File: src/rtl/trace_readout.sv
// Trace RAM reader: after a start edge, fetches packets oldest-first around the circular buffer
// and presents them in pairs on four byte registers, advancing on each host_ack rising edge.
module trace_readout #(
  parameter int ADDR_WIDTH          = 10,
  parameter int SAMPLE_PACKET_WIDTH = 16
) (
  input  logic                           clk,
  input  logic                           reset,
  input  logic                           start_readout,
  input  logic                           abort,
  input  logic                           host_ack,
  input  logic [ADDR_WIDTH-1:0]          start_addr,
  input  logic [ADDR_WIDTH:0]            read_count,
  output logic                           mem_rd_en,
  output logic [ADDR_WIDTH-1:0]          mem_addr,
  input  logic [SAMPLE_PACKET_WIDTH-1:0] mem_rd_data,
  output logic [7:0]                     traceData_0,
  output logic [7:0]                     traceData_1,
  output logic [7:0]                     traceData_2,
  output logic [7:0]                     traceData_3,
  output logic [7:0]                     status
);

  typedef enum logic [2:0] {
    S_IDLE,
    S_FETCH0,
    S_FETCH1,
    S_CAPTURE,
    S_PRESENT,
    S_DONE
  } state_t;

  localparam logic [ADDR_WIDTH:0] C_DEPTH = {1'b1, {ADDR_WIDTH{1'b0}}};

  state_t                         r_state;
  logic                           r_start_prev;
  logic                           r_ack_prev;
  logic                           r_start_go;
  logic [ADDR_WIDTH-1:0]          r_cur_addr;
  logic [ADDR_WIDTH:0]            r_remaining;
  logic [SAMPLE_PACKET_WIDTH-1:0] r_pkt0;
  logic [7:0]                     r_td0;
  logic [7:0]                     r_td1;
  logic [7:0]                     r_td2;
  logic [7:0]                     r_td3;
  logic                           r_busy;
  logic                           r_dv;
  logic                           r_done;
  logic                           r_pair_full;
  logic                           r_mem_rd_en;
  logic [ADDR_WIDTH-1:0]          r_mem_addr;

  logic                           w_start_edge;
  logic                           w_ack_edge;
  logic [ADDR_WIDTH:0]            w_count;

  assign w_start_edge = start_readout & ~r_start_prev;
  assign w_ack_edge   = host_ack & ~r_ack_prev;
  assign w_count      = (read_count > C_DEPTH) ? C_DEPTH : read_count;

  // The start edge only latches address/count; the FSM acts on it one edge later,
  // which puts the first read one cycle after the edge is seen.
  always_ff @(posedge clk) begin
    if (reset) begin
      r_state      <= S_IDLE;
      r_start_prev <= 1'b0;
      r_ack_prev   <= 1'b0;
      r_start_go   <= 1'b0;
      r_cur_addr   <= '0;
      r_remaining  <= '0;
      r_pkt0       <= '0;
      r_td0        <= 8'h00;
      r_td1        <= 8'h00;
      r_td2        <= 8'h00;
      r_td3        <= 8'h00;
      r_busy       <= 1'b0;
      r_dv         <= 1'b0;
      r_done       <= 1'b0;
      r_pair_full  <= 1'b0;
      r_mem_rd_en  <= 1'b0;
      r_mem_addr   <= '0;
    end else begin
      r_start_prev <= start_readout;
      r_ack_prev   <= host_ack;
      r_start_go   <= 1'b0;
      r_mem_rd_en  <= 1'b0;
      if (abort) begin
        r_state     <= S_IDLE;
        r_busy      <= 1'b0;
        r_dv        <= 1'b0;
        r_done      <= 1'b0;
        r_pair_full <= 1'b0;
      end else begin
        case (r_state)
          S_IDLE, S_DONE: begin
            if (r_start_go) begin
              if (r_remaining == '0) begin
                r_state <= S_DONE;
                r_done  <= 1'b1;
              end else begin
                r_state     <= S_FETCH0;
                r_done      <= 1'b0;
                r_busy      <= 1'b1;
                r_mem_rd_en <= 1'b1;
                r_mem_addr  <= r_cur_addr;
              end
            end else if (w_start_edge) begin
              r_cur_addr  <= start_addr;
              r_remaining <= w_count;
              r_start_go  <= 1'b1;
            end
          end
          S_FETCH0: begin
            r_cur_addr  <= r_cur_addr + 1'b1;
            r_remaining <= r_remaining - 1'b1;
            r_state     <= S_FETCH1;
            // Second read of the pair goes out while the first word returns.
            if (r_remaining > 1) begin
              r_mem_rd_en <= 1'b1;
              r_mem_addr  <= r_cur_addr + 1'b1;
            end
          end
          S_FETCH1: begin
            r_pkt0  <= mem_rd_data;
            r_state <= S_CAPTURE;
            if (r_remaining != '0) begin
              r_cur_addr  <= r_cur_addr + 1'b1;
              r_remaining <= r_remaining - 1'b1;
              r_pair_full <= 1'b1;
            end else begin
              r_pair_full <= 1'b0;
            end
          end
          S_CAPTURE: begin
            r_td0   <= r_pkt0[7:0];
            r_td1   <= r_pkt0[15:8];
            r_td2   <= r_pair_full ? mem_rd_data[7:0]  : 8'h00;
            r_td3   <= r_pair_full ? mem_rd_data[15:8] : 8'h00;
            r_dv    <= 1'b1;
            r_state <= S_PRESENT;
          end
          S_PRESENT: begin
            if (w_ack_edge) begin
              r_dv        <= 1'b0;
              r_pair_full <= 1'b0;
              if (r_remaining != '0) begin
                r_state     <= S_FETCH0;
                r_mem_rd_en <= 1'b1;
                r_mem_addr  <= r_cur_addr;
              end else begin
                r_state <= S_DONE;
                r_busy  <= 1'b0;
                r_done  <= 1'b1;
              end
            end
          end
          default: r_state <= S_IDLE;
        endcase
      end
    end
  end

  assign mem_rd_en   = r_mem_rd_en;
  assign mem_addr    = r_mem_addr;
  assign traceData_0 = r_td0;
  assign traceData_1 = r_td1;
  assign traceData_2 = r_td2;
  assign traceData_3 = r_td3;
  assign status      = {4'b0000, r_pair_full, r_done, r_dv, r_busy};

endmodule

File: config.mk
export PLATFORM = sky130hd
export DESIGN_NAME = trace_readout
export DESIGN_NICKNAME = d
export VERILOG_FILES = /design/src/rtl/trace_readout.sv
export SDC_FILE = /design/constraint.sdc
export NUM_CORES = 1
export LEC_CHECK = 0
export ABC_AREA = 1
export CORE_UTILIZATION = 30
export DETAILED_ROUTE_END_ITERATION = 12
export HOLD_SLACK_MARGIN = 0.05
export PLACE_DENSITY = 0.62
export SLEW_MARGIN = 30
export SYNTH_ARGS = -nofsm -noshare
export SYNTH_HDL_FRONTEND = slang
export SYNTH_SLANG_ARGS = --single-unit
export TNS_END_PERCENT = 10
File: constraint.sdc
create_clock -name clk -period 4.6 [get_ports clk]
set_clock_uncertainty 0.1 [all_clocks]
set_input_delay 0.69 -clock clk [delete_from_list [all_inputs] [get_ports clk]]
set_output_delay 0.69 -clock clk [all_outputs]
set_load 0.01 [all_outputs]
==> key figures <==
Yosys
  – Top post-synthesis cells by area: dfxtp_1 41%, nand2_1 15%, nor2_1 8.7%
  – EDFF count, synth: 0
  – Top cell type's share of synthesized area: 40.6%
  – Synth Area in Compound Gates: 12.2%
  – Mapped Cells: 663
  – Top_reg_cell synth: dfxtp_1
  – Synthesized cell area: 4440 sq um
  – Post-Synth XOR/XNOR Area: 0.987%
  – Register area share after synthesis: 40.6%
  – Avg Inst Size Synth: 6.69 sq um
  – Count of different cell masters after synthesis: 34
  – Top-count cell post-synth: nand2_1
  – Largest family of logic cells by synthesized area: simple AND/OR/NAND/NOR gates
  – Post-synthesis mux area share: 0%
  – Asr flop ratio synth: 0%
  – Post-synthesis simple-gate area fraction: 35.7%
  – Flops & latches, synth: 90
  – List of most frequent post-synthesis cells: 172 x nand2_1, 103 x nor2_1, 90 x dfxtp_1
  – Ys Warns: 0
  – Post-Synth Adder-Cell Area: 1.13%
  – Cell taking the most area after synthesis: dfxtp_1

Setup path
  – Crit path cell chain: clkdlybuf4s50_1
  – Startpoint Class: flop
  – Critical path required time: 3.81 ns
  – WP data arrival: 1.73 ns
  – Slowest CP cell: dfxtp_1
  – Buf/Inv on CP: 1
  – CP Max Fanout: 18
  – Critical Path Sink Type: output port
  – CP Class: reg2out
  – CP peak stage delay: 0.73 ns
  – Delay-heaviest family, CP: flip-flops

Clock tree
  – Clock slew at the register clock pins of the worst setup and hold paths: 0.07 ns
  – Clk_lat worst skew: 0.35 ns
  – Root Buffer: clkbuf_16
  – Post-CTS Setup Bufs: 0
  – # hold bufs at CTS: 0
  – Number of gates resized after cts: 0
  – TritonCTS Sinks: 90
  – H-tree depth: 3
  – CTS tree: done
  – Cts bufs inserted: 9
  – Buffer levels on the longest clock path: 2

Pwr
  – Int Power: 1.42 mW
  – P_leak: 2.39 nW
  – Cell Pwr Density: 343 nW/um^2
  – Clk pwr share: 42.4%
  – Comb power frac: 15.2%
  – Psw: 537 uW
  – Sequential Power Share: 42.4%
  – Peak VDD IR: 0.218 mV
  – Sw Share: 27.4%

Timing
  – Slew headroom: 57.4%
  – Final Slew Violations: 0
  – Hold Vio Cnt, Final: 0
  – Worst-margin pin slew: 0.638 ns
  – Final worst setup slack: 2.08 ns
  – Unrepaired setup endpoints after global routing: no
  – Final TNS setup: 0 ns
  – # setup viols final: 0
  – Max frequency: 398 MHz
  – Final min period: 2.52 ns
  – Final period utilization: 54.7%

Die
  – Die X: 124 um
  – Initial Utilization: 30.7%
  – Chip height: 124 um
  – Core area: 14,500 sq um
  – Io pins: 93
  – Std-Cell Rows: 44
  – Die area: 15,300 sq um

Job
  – Max-cap violations: 0

Global routing
  – Final global-route overflow total: 0
  – Total GRT Usage: 15.7%
  – Global-route wire length before repair: 18,700 um
  – Initial antenna violation count: 0
  – Vias in the first global route: 3,871
  – Largest net degree at the start of global routing: 37

Worst hold path
  – Hold WC Path Type: reg2reg

Status
  – Status: finished, final reports clean

Drt
  – DRC: 0
  – Routed WL: 11,400 um
  – Routed Antenna Nets: 0
  – DR pass1 iterations: 4
  – Routed vias/inst: 4.63
  – Drt first-iter violations: 170
  – Routed len/inst: 12.4 um
  – Via Count: 4,253

Cells and area
  – Finished Layout Cells: 919
  – Filler cells: 1,516
  – Final nets: 776
  – Ant diodes: 0
  – Fraction of layout cells with a size suffix above 1: 5.85%
  – Area delta synth->final: 28.9%

Placement
  – I/O Buffers: 88
  – Placer Congestion: 0.855
  – Placed Instances: 903
  – Post-DP HPWL: 7940 um
  – Placement Setup Slack: 1.78 ns
-- state kept, by name (all words and copies together), names as in the netlist --
name and cells:
r_done 1, traceData_1 8, traceData_3 8, mem_rd_en 1, r_pair_full 1, r_start_go 1, r_busy 1, mem_addr 10
r_start_prev 1, r_ack_prev 1, traceData_2 8, r_state 3, r_remaining 11, r_pkt0 16, traceData_0 8, r_cur_addr 10
r_dv 1
-- worst register-to-register path, stage by stage, from the launching register on --
cell	delay [ns]
dfxtp_1	0.37
inv_2	0.14
nand3_2	0.14
inv_2	0.26
nand4_1	0.13
nand2_1	0.34
buf_4	0.27
inv_2	0.17
o21ai_0	0.19
nor2_1	0.06
-- per-stage QoR --
stage / cell area [sq um] / hold slack, ns / power (mW) / utilization, %
final: 5720 / 0.361 / 1.96 / 39.5
after global routing: 5720 / 0.378 / 2.06 / 39.5
after CTS: 5720 / 0.363 / 1.98 / 39.5
after detailed placement: 5390 / 0.354 / 1.15 / 37.2
after global placement: 5390 / 0.349 / 1.15 / 37.2
after floorplan: 4450 / 0.329 / 1.05 / -
-- per-layer routing --
metal	wire length [um]	vias to the layer above	global-route usage, %
met3	957	14	6.32
met1	5110	1869	19.2
met2	5150	128	25.1
met5	0	-	0
met4	191	0	4.67
li1	-	2242	-
-- power groups by stage --
stage               clock [mW]  sequential [mW]  combinational (mW)
global placement             0            0.849               0.299
detailed placement           0            0.849               0.299
CTS                      0.847            0.831               0.301
finish                   0.832            0.832               0.298
global route             0.884            0.836               0.340
floorplan                    0            0.844               0.205
-- final timing paths --
path,slack [ns],endpoint,cells after the start,from
setup reg to reg,2.34,r_remaining[2]$_SDFFE_PP0P_,9,r_state[2]$_SDFFE_PP0P_
hold reg to reg,0.36,r_busy$_SDFFE_PP0P_,2,r_busy$_SDFFE_PP0P_
hold / removal,0.36,r_busy$_SDFFE_PP0P_,2,r_busy$_SDFFE_PP0P_
setup / recovery,2.08,status[3],1,r_pair_full$_SDFFE_PP0P_
-- final cells by class --
| type | count | area [sq um] | share of cell area [%] |
|---|---|---|---|
| multi-input combinational | 482 | 2240 | 39.1 |
| clock buffer | 10 | 239 | 4.18 |
| sequential | 90 | 1800 | 31.5 |
| inverter | 55 | 206 | 3.61 |
| tap | 184 | 230 | 4.03 |
| clock inverter | 6 | 93.8 | 1.64 |
| timing repair buffer | 92 | 911 | 15.9 |
-- placed cells by master (no fill, tap or decap), drive strengths merged, types with 3 or more instances in the layout --
master,Yosys,final
xnor2,3,3
clkbuf,18,10
conb,1,4
nand3,67,67
nand2,177,177
dfxtp,90,90
o21ai,46,46
clkdlybuf4s50,0,88
nor2,108,108
nand4,9,9
inv,54,57
ha,4,4
buf,21,4
a21oi,51,51
-- logic make-up after synthesis --
logic type,Yosys count
flip-flops,90
AO/OA/AOI/OAI,103
AND/OR/NAND/NOR,366
XOR/XNOR,5
adder cells (fa/ha/maj),4
buffers and inverters,94
other,1
(Power assumes the default switching activity.)
